==> src/rtl/key_debounce.sv <==
// key_debounce: debounces an active-low mechanical key.
// Outputs:
//   - key_value: debounced key level
//   - key_press / key_release: one-cycle pulses on each accepted change
//   - led: toggles on every accepted press
// Optional feature macro: KEY_LONG_PRESS_EN.
//   - When defined, a held counter in PRESSED emits one key_long pulse per press.
//   - When undefined, key_long is tied low and the held counter is not built.
module key_debounce #(
  parameter int DEB_CNT  = 1_000_000,
  parameter int LONG_CNT = 50_000_000
) (
  input  logic sys_clk,
  input  logic sys_rst_n,
  input  logic key_in,
  output logic key_value,
  output logic key_press,
  output logic key_release,
  output logic key_long,
  output logic led
);

  localparam int MAXC = (DEB_CNT > LONG_CNT) ? DEB_CNT : LONG_CNT;
  localparam int CW   = $clog2(MAXC + 1);
  localparam logic [CW-1:0] DEB_LAST = CW'(DEB_CNT - 1);

  typedef enum logic [1:0] {
    IDLE       = 2'd0,
    PRESS_FILT = 2'd1,
    PRESSED    = 2'd2,
    REL_FILT   = 2'd3
  } state_t;

  state_t        state, state_nxt;
  logic          s1, s2;
  logic [CW-1:0] cnt, cnt_nxt, cnt_inc;
  logic          kv_nxt, press_nxt, rel_nxt, led_nxt;

  // Saturating increment: a stuck count can never wrap back into range.
  assign cnt_inc = (cnt == {CW{1'b1}}) ? cnt : cnt + CW'(1);

  // Two-flop synchronizer; idles high (released) out of reset.
  always_ff @(posedge sys_clk or negedge sys_rst_n) begin
    if (!sys_rst_n) begin
      s1 <= 1'b1;
      s2 <= 1'b1;
    end else begin
      s1 <= key_in;
      s2 <= s1;
    end
  end

  // State, filter count and registered outputs.
  always_ff @(posedge sys_clk or negedge sys_rst_n) begin
    if (!sys_rst_n) begin
      state       <= IDLE;
      cnt         <= '0;
      key_value   <= 1'b1;
      key_press   <= 1'b0;
      key_release <= 1'b0;
      led         <= 1'b0;
    end else begin
      state       <= state_nxt;
      cnt         <= cnt_nxt;
      key_value   <= kv_nxt;
      key_press   <= press_nxt;
      key_release <= rel_nxt;
      led         <= led_nxt;
    end
  end

  // Next-state and output decode. A level change is accepted only after
  // DEB_CNT consecutive samples of the new level in the filter state;
  // any sample of the old level bounces back and discards the count.
  always_comb begin
    state_nxt = state;
    cnt_nxt   = cnt;
    kv_nxt    = key_value;
    press_nxt = 1'b0;
    rel_nxt   = 1'b0;
    led_nxt   = led;
    case (state)
      IDLE: begin
        if (!s2) begin
          state_nxt = PRESS_FILT;
          cnt_nxt   = '0;
        end
      end
      PRESS_FILT: begin
        if (s2) begin
          state_nxt = IDLE;
          cnt_nxt   = '0;
        end else if (cnt == DEB_LAST) begin
          state_nxt = PRESSED;
          cnt_nxt   = '0;
          kv_nxt    = 1'b0;
          press_nxt = 1'b1;
          led_nxt   = ~led;
        end else begin
          cnt_nxt = cnt_inc;
        end
      end
      PRESSED: begin
        if (s2) begin
          state_nxt = REL_FILT;
          cnt_nxt   = '0;
        end
      end
      REL_FILT: begin
        if (!s2) begin
          state_nxt = PRESSED;
          cnt_nxt   = '0;
        end else if (cnt == DEB_LAST) begin
          state_nxt = IDLE;
          cnt_nxt   = '0;
          kv_nxt    = 1'b1;
          rel_nxt   = 1'b1;
        end else begin
          cnt_nxt = cnt_inc;
        end
      end
      default: begin
        state_nxt = IDLE;
        cnt_nxt   = '0;
      end
    endcase
  end

`ifdef KEY_LONG_PRESS_EN
  localparam logic [CW-1:0] LONG_LAST = CW'(LONG_CNT - 1);

  logic [CW-1:0] hcnt;
  logic          long_done;

  // Held counter.
  //   - Armed by the accepted press.
  //   - Advances only while in PRESSED.
  //   - Not reset by a release bounce, so one pulse fires per press.
  always_ff @(posedge sys_clk or negedge sys_rst_n) begin
    if (!sys_rst_n) begin
      hcnt      <= '0;
      long_done <= 1'b0;
      key_long  <= 1'b0;
    end else begin
      key_long <= 1'b0;
      if (press_nxt) begin
        hcnt      <= '0;
        long_done <= 1'b0;
      end else if (state == PRESSED && !long_done) begin
        if (hcnt == LONG_LAST) begin
          key_long  <= 1'b1;
          long_done <= 1'b1;
        end else begin
          hcnt <= (hcnt == {CW{1'b1}}) ? hcnt : hcnt + CW'(1);
        end
      end
    end
  end
`else
  assign key_long = 1'b0;
`endif

endmodule

==> config.mk <==
export PLATFORM = sky130hd
export DESIGN_NAME = key_debounce
export DESIGN_NICKNAME = d
export VERILOG_FILES = /design/src/rtl/key_debounce.sv
export SDC_FILE = /design/constraint.sdc
export NUM_CORES = 1
export LEC_CHECK = 0
export ABC_AREA = 1
export CAP_MARGIN = 20
export CORE_ASPECT_RATIO = 0.7
export CORE_UTILIZATION = 55
export CTS_CLUSTER_SIZE = 8
export DETAILED_ROUTE_END_ITERATION = 8
export PLACE_DENSITY_LB_ADDON = 0.25
export SYNTH_ARGS = -nofsm -noshare
export SYNTH_HDL_FRONTEND = slang
export SYNTH_SLANG_ARGS = --single-unit
==> constraint.sdc <==
create_clock -name sys_clk -period 4.5 [get_ports sys_clk]
set_input_delay 0.9 -clock sys_clk [delete_from_list [all_inputs] [get_ports sys_clk]]
set_output_delay 0.9 -clock sys_clk [all_outputs]
set_load 0.005 [all_outputs]
### Word level (Yosys, flattened, before mapping)

Cells that the tools add are included.

* register bits after elaboration: 34
* input port bits: 3
* output and inout bits: 5
* logic and storage cells: 54

* add/subtract/negate cells: 1
* equality and inequality tests: 13
* muxes and demuxes: 24
* bitwise logic cells: 2
* reduce and logical (&&, ||, !) cells: 6

Operators with widths (number)
* two-way mux 26 bit: 6
* one-hot mux 26 bit (4 select lines): 1
* adder 26 x 1 -> 26 bit (second input constant): 1
* == test 26 x 20 -> 1 bit (second input constant): 1
* == test 26 bit (second input constant): 1
* two-way mux 2 bit: 6
* != test 2 bit (second input constant): 6
* two-way mux 1 bit: 9
* one-hot mux 2 bit (4 select lines): 1
* != test 3 bit (second input constant): 2
* AND reduction 5 bit: 1
* == test 2 bit (second input constant): 2
* AND reduction 4 bit: 1
* AND reduction 3 bit: 1
* == test 2 x 1 -> 1 bit (second input constant): 1
* logical NOT 2 bit: 1
* inverter 1 bit: 2
* one-hot mux 1 bit (2 select lines): 1
* AND reduction 2 bit: 1
* nonzero test 2 bit: 1

### Depth between registers and ports, before layout

Gate-level depths: netlist of the first run.

* word-level depth: 5
* mapped depth: 11
* depth with buffers taken out: 10

### Least setup slack after synthesis of the first run

Ideal clock, no wire load.

* path kind: register to register
* start: register cnt[1]
* end: register cnt[10]
* arrival time: 1513 ps
* path slack: 2864 ps
* stages on the path, launching flop included: 10
* period minus slack after synthesis: 1636 ps
* path through: dfrtp_1 > ha_1 > nand2_2 > nor2_4 > nand2_4 > nor2_4 > nand4_4 > buf_4 > a21oi_1 > a21oi_2

* word-level cells in the longest chain between the ends: 5

RTL lines
* start, declared: RTL line 36 `logic [CW-1:0] cnt, cnt_nxt, cnt_inc;`
* start signal, assigned: RTL line 64 `cnt <= cnt_nxt;`
* adder 26 x 1 -> 26 bit / == test 26 bit (equally long branches): RTL line 40 `assign cnt_inc = (cnt == {CW{1'b1}}) ? cnt : cnt + CW'(1);`
* two-way mux 26 bit: RTL line 40
* two-way mux 26 bit *: RTL line 93, 113
* two-way mux 26 bit, on equally long branches: RTL line 110, 90
* one-hot mux 26 bit (4 select lines) *: RTL line 82 `case (state)`

Mark *: on every way between the ends. The rest lies on a longest branch, timed or not.
A chain may end at the register's enable or synchronous reset.

### Worst setup path in the final report of the first run

* start: register key_value
* end: output key_value

RTL lines
* start, declared: RTL line 16 `output logic key_value,`
* start signal, assigned: RTL line 65 `key_value <= kv_nxt;`

No word-level cell between the ends.

==> results by group, run 1 <==
Place
  – Post-DP Area: 2442 µm²
  – I/O Buffers: 6
  – GPL Wtd Cong: 0.9009
  – DP HPWL: 3958 µm

Logic synthesis
  – Cell Area, Synth: 2387 µm²
  – Synth unique cells: 32
  – Post-Syn Area per Cell: 6.840 µm²
  – Syn. warnings: 0
  – Mapped Nets: 353
  – Seq/Total Area, Yosys: 35.80%
  – Post-synthesis cell count: 349
  – Yosys reg bits: 34

Worst setup path
  – Worst path slowest cell: dfstp_2
  – Worst Path Required: 3.60 ns
  – Critical Path End Type: output pin
  – CP Max Fanout: 2
  – Startpoint types: flop
  – Delay-heaviest family, CP: flip-flops
  – Worst stage delay on the critical path: 0.53 ns
  – CP arrival: 1.31 ns
  – WP buf/inv: 1
  – Critical Path, Cell by Cell: clkdlybuf4s50_1
  – WS Path Type: flop to output pin

Routing
  – 1st-pass router iterations: 6
  – Via Count: 2252
  – Post-Route WL: 5595 µm
  – Post-DRT Antenna Nets: 0
  – Wire per inst: 13.71 µm
  – Avg Vias per Cell: 5.520
  – # DRC: 0
  – DR iter-0 viols: 218

Finish
  – Area growth, synth to finish: 6.761%
  – N_diodes: 0
  – Final Instance Area: 2549 µm²
  – Share of cells above drive strength 1: 11.24%
  – Layout net count: 359
  – Fillers: 373

Floorplanning
  – Die X: 80.75 µm
  – Total core area: 4041 µm²
  – Io pins: 8
  – Die area: 4612 µm²
  – Die Height: 57.12 µm
  – Rows: 19
  – Starting density of the core: 59.07%

STA
  – Worst Tran Pin Value: 0.7598 ns
  – RSZ-0062 raised after global routing: false
  – Final Hold Vio Count: 0
  – Min Tclk post-route: 2.211 ns
  – Clock skew: 0.009651 ns
  – Count of final max-slew check failures: 0
  – Fin crit share: 49.14%
  – Final setup fails: 0
  – Fin Setup TNS: 0 ns
  – Slew margin rel.: 49.34%
  – Fmax achieved: 0.4522 GHz

Global routing
  – Gr usage total: 27.40%
  – Total gr overflow: 0
  – First-pass GRT wire length: 9570 µm
  – Busiest layer in global routing: met1
  – Vias in the first global route: 2041
  – Met1 Use GR: 41.03%
  – Initial antenna violation count: 0
  – GR Util met2: 39.10%
  – Pin count of the biggest net entering global routing: 35
  – Met3 usage in global routing: 5.440%

Run
  – Total of max-cap violations: 0

Clocking
  – Clock tree root buffer cell: clkbuf_8
  – Cts repair resizes: 0
  – Clock insertion delay at the later pin of the skew report: 0.29 ns
  – Inserted Clock Buffers: 5
  – Clock-pin slew on the worst setup and hold paths: 0.07 ns
  – Post CTS Setup Buffer Count: 0
  – Maximum root-to-sink buffer count: 2
  – Hold_buf cts: 0
  – H-tree depth: 2
  – CTS Sinks: 34
  – CTS tree: done

Pwr
  – Lkg Pwr: 1.197 nW
  – Peak VDD IR: 0.2780 mV
  – PwrDens: 316.5 nW/µm²

Run status
  – Outcome: finished, final reports clean

Hold path
  – Type of the worst min-delay path: flop to flop
[cells in the final DEF (no fill, tap or decap), types with 4 or more instances in the layout]
master,instances
inv_1,38
nor3_1,9
a21oi_1,8
nor2_4,6
nor2_1,29
dfrtp_1,31
a21oi_2,4
clkdlybuf4s50_1,5
nand3_1,50
nand2_1,114
nand4_1,15
nand2_2,5
clkbuf_8,6
[worst paths after layout]
path	start	to	slack, ns	cells after the start
hold / removal	s1$_DFF_PN1_	s2$_DFF_PN1_	0.36	0
hold reg to reg	s1$_DFF_PN1_	s2$_DFF_PN1_	0.36	0
min in group asynchronous	sys_rst_n	cnt[6]$_DFFE_PN0P_	0.67	1
setup / recovery	key_value$_DFFE_PN1P_	key_value	2.29	1
max in group asynchronous	sys_rst_n	cnt[5]$_DFFE_PN0P_	3.34	1
setup reg to reg	cnt[1]$_DFFE_PN0P_	cnt[1]$_DFFE_PN0P_	2.48	8
[registers in the layout, summed over array words and instances, names as in the netlist, named ones only]
signal,flops
key_release,1
key_value,1
key_press,1
s1,1
s2,1
cnt,26
state,1
led,1
[metal layers]
| layer | wire length, µm | vias to the layer above | part of all wire, % |
|---|---|---|---|
| met5 | 0 | - | 0 |
| met4 | 55 | 0 | 0.98 |
| met3 | 435 | 5 | 7.8 |
| met2 | 2377 | 88 | 42 |
| met1 | 2727 | 1021 | 49 |
| li1 | - | 1138 | - |
[stage by stage]
step                util, %  cells  setup slack, ns  hold WS (ns)  power (mW)
finish                63.07    408            2.289        0.3565      0.8066
global route          63.07    408            2.262        0.3602      0.8533
CTS                   62.69    407            2.280        0.3573      0.7931
detailed placement    60.43    399            2.490        0.3469      0.5573
global placement      60.43    399            2.573        0.3497      0.5498
floorplan                 -    349            2.864        0.3452      0.5161
[power by group]
group	switching, mW	internal (mW)
Combinational	0.149	0.0648
Clock	0.115	0.123
Sequential	0.0288	0.326
Total	0.293	0.514
[Yosys cell counts, drive strengths merged]
master	count	area, µm²
conb	1	3.750
buf	7	65.05
nor3b	1	7.510
ha	1	12.51
xnor2	3	26.28
nand3	53	280.3
nor3	9	45.04
o211ai	1	12.51
nor4	1	6.260
o21ai	5	25.02
nand4	16	115.1
dfrtp	31	775.7
dfstp	3	78.83
and3	1	6.260
inv	41	153.9
o31ai	1	7.510
nand2	120	470.5
xor2	2	17.52
a21oi	12	75.07
nor2	38	195.2
clkbuf	2	7.510
[area by class of cell]
cell class	count	area, µm²	area share, %
Clock buffer	7	86.33	3.387
Inverter	41	153.9	6.038
Clock inverter	1	5.005	0.1964
Timing Repair Buffer	8	77.57	3.044
Sequential cell	34	854.6	33.53
Tap cell	52	65.06	2.553
Multi-Input combinational cell	265	1306	51.25
[logic make-up (layout without fill, tap and decap cells)]
| kind of cell | after synthesis | in the layout | share of synthesized area [%] |
|---|---|---|---|
| AO/OA/AOI/OAI | 19 | 19 | 5.031 |
| adder cells (fa/ha/maj) | 1 | 1 | 0.5240 |
| XOR/XNOR | 5 | 5 | 1.835 |
| buffers and inverters | 50 | 57 | 9.486 |
| AND/OR/NAND/NOR | 239 | 239 | 47.17 |
| flip-flops | 34 | 34 | 35.80 |
| other | 1 | 1 | 0.1571 |
(Power assumes the default switching activity.)
==> run 2, diff against run 1 <==
clock period = 1.86 ns   (was 4.5 ns; I/O delays follow)
==> run 2 against run 1 <==
Non-clock buffer count increased by 12. Critical path depth grew 10. Cell area increased by 5.4%. Sequential share of layout area down 1.7 points. Highest routed layer unchanged. Largest power group unchanged. Wire length grew 9.1%. Largest cell class unchanged.
==> results by group, run 2 (synthesis results as in run 1) <==
Place
  – Post-DP Area: 2535 µm²
  – DP HPWL: 4254 µm
  – GPL Wtd Cong: 0.9515
  – I/O Buffers: 6
  – Dpl cells: 408
  – Pre-CTS setup slack: 0.08583 ns

Finish
  – Top reg by flops: cnt
  – Share of cells above drive strength 1: 15.76%
  – Multi-input logic area: 1336 µm²
  – Area growth, synth to finish: 12.53%
  – Most common cell after layout, fill and taps aside: nand2_1
  – Layout net count: 371
  – Most frequent cells in the layout: nand2_1, nand3_1, inv_1, dfrtp_1, nor2_1
  – Finished Layout Cells: 420
  – Storage cell area: 855.8 µm²
  – N_diodes: 0
  – Final Instance Area: 2686 µm²
  – Max reg flops: 26
  – Fillers: 353

Worst setup path
  – WS Path Type: flop to flop
  – CP most frequent cell: nand2_1
  – Worst path slowest cell: dfrtp_1
  – CP Max Fanout: 5
  – Startpoint types: flop
  – WP buf/inv: 2
  – Critical Path, Cell by Cell: ha_4 > nand2_2 > nor2_4 > inv_2 > nor2_4 > buf_4 > nand4_1 > nand2_1 > nand2_1 > nand2_1 > o21ai_0
  – CP arrival: 1.95 ns
  – Worst Reg-to-Reg Cells: 11
  – Critical Path End Type: flop
  – Worst path depth: 11
  – Worst stage delay on the critical path: 0.44 ns
  – Delay-heaviest family, CP: simple AND/OR/NAND/NOR gates
  – R2R Setup Slk: 0.09 ns
  – Worst Path Required: 2.04 ns

Global routing
  – Pin count of the biggest net entering global routing: 35
  – Met3 usage in global routing: 5.760%
  – First-pass GRT wire length: 9756 µm
  – GR Util met2: 38.50%
  – Gr usage total: 27.48%
  – Vias in the first global route: 2093
  – Busiest layer in global routing: met1
  – Met1 Use GR: 42.47%
  – Initial antenna violation count: 0
  – Total gr overflow: 0

Clocking
  – Clock tree root buffer cell: clkbuf_8
  – H-tree depth: 2
  – Clock insertion delay at the later pin of the skew report: 0.29 ns
  – Clock-pin slew on the worst setup and hold paths: 0.08 ns
  – Maximum root-to-sink buffer count: 2
  – CTS Sinks: 34
  – Inserted Clock Buffers: 5
  – CTS tree: done

STA
  – Count of final max-slew check failures: 0
  – Worst hold slack: 0.02703 ns
  – Final Hold Vio Count: 0
  – Fin crit share: 95.27%
  – Clock skew: 0.009749 ns
  – Fmax achieved: 0.5643 GHz
  – Min Tclk post-route: 1.772 ns
  – Setup ws final: 0.08799 ns
  – RSZ-0062 raised after global routing: true
  – Final setup fails: 0

Routing
  – # DRC: 0
  – 1st-pass router iterations: 5
  – Via Count: 2385
  – Wire per inst: 14.53 µm
  – Avg Vias per Cell: 5.679
  – DR iter-0 viols: 206
  – Post-DRT Antenna Nets: 0
  – Post-Route WL: 6104 µm

Pwr
  – Lkg Pwr: 1.263 nW
  – Peak VDD IR: 0.8028 mV
  – PwrDens: 768.8 nW/µm²

Floorplanning
  – Io pins: 8
  – Die X: 80.75 µm
  – Rows: 19
  – Starting density of the core: 59.07%
  – Die Height: 57.12 µm
  – Die area: 4612 µm²
  – Total core area: 4041 µm²

Hold path
  – Type of the worst min-delay path: input pin to async pin

Run
  – Total of max-cap violations: 0

Run status
  – Outcome: finished, final reports clean
==> run 2: cell types whose count changed in the layout (fill, tap and decap cells not counted), sizes merged <==
cell    change
buf        +12
clkinv      +1
clkbuf      -1
==> run 2: stage by stage <==
step	util (%)	power (mW)	setup TNS, ns
after floorplan	-	1.249	0
after global placement	62.72	1.397	0
after detailed placement	62.72	1.418	0
after CTS	64.77	1.950	0
after global routing	66.47	2.163	-0.4687
final	66.47	2.065	0
==> run 2: worst paths after layout <==
kind	end	startpoint
hold reg to reg	s2$_DFF_PN1_	s1$_DFF_PN1_
max in group asynchronous	s2$_DFF_PN1_	sys_rst_n
min in group sys_clk	s2$_DFF_PN1_	s1$_DFF_PN1_
hold / removal	cnt[20]$_DFFE_PN0P_	sys_rst_n
setup / recovery	flop	cnt[1]$_DFFE_PN0P_
setup reg to reg	flop	cnt[1]$_DFFE_PN0P_
==> run 2: what timing repair did <==
| action | CTS | global route |
|---|---|---|
| hold buffers | 0 | 0 |
| endpoints found under the setup margin | 0 | 24 |
| gates resized for setup | 0 | 12 |
| buffers inserted | 0 | 3 |
| endpoints found under the hold margin | 0 | 0 |
==> run 2: layout make-up <==
type | count | share of cell area (%)
flip-flops and latches | 34 | 31.86
inverters | 41 | 5.729
multi-input cells | 265 | 49.74
well taps | 52 | 2.422
clock inverters | 2 | 0.3726
clock buffers | 6 | 2.701
repair buffers | 20 | 7.173
==> run 2: layer usage <==
layer | vias up | wire, µm
li1 | 1161 | -
met1 | 1106 | 2882
met2 | 104 | 2643
met3 | 14 | 498
met4 | 0 | 80
met5 | - | 0
==> run 2: power by group <==
| part | switching, mW | internal, mW |
|---|---|---|
| logic | 0.426 | 0.240 |
| clock network | 0.282 | 0.260 |
| registers | 0.0704 | 0.788 |
| total | 0.778 | 1.29 |
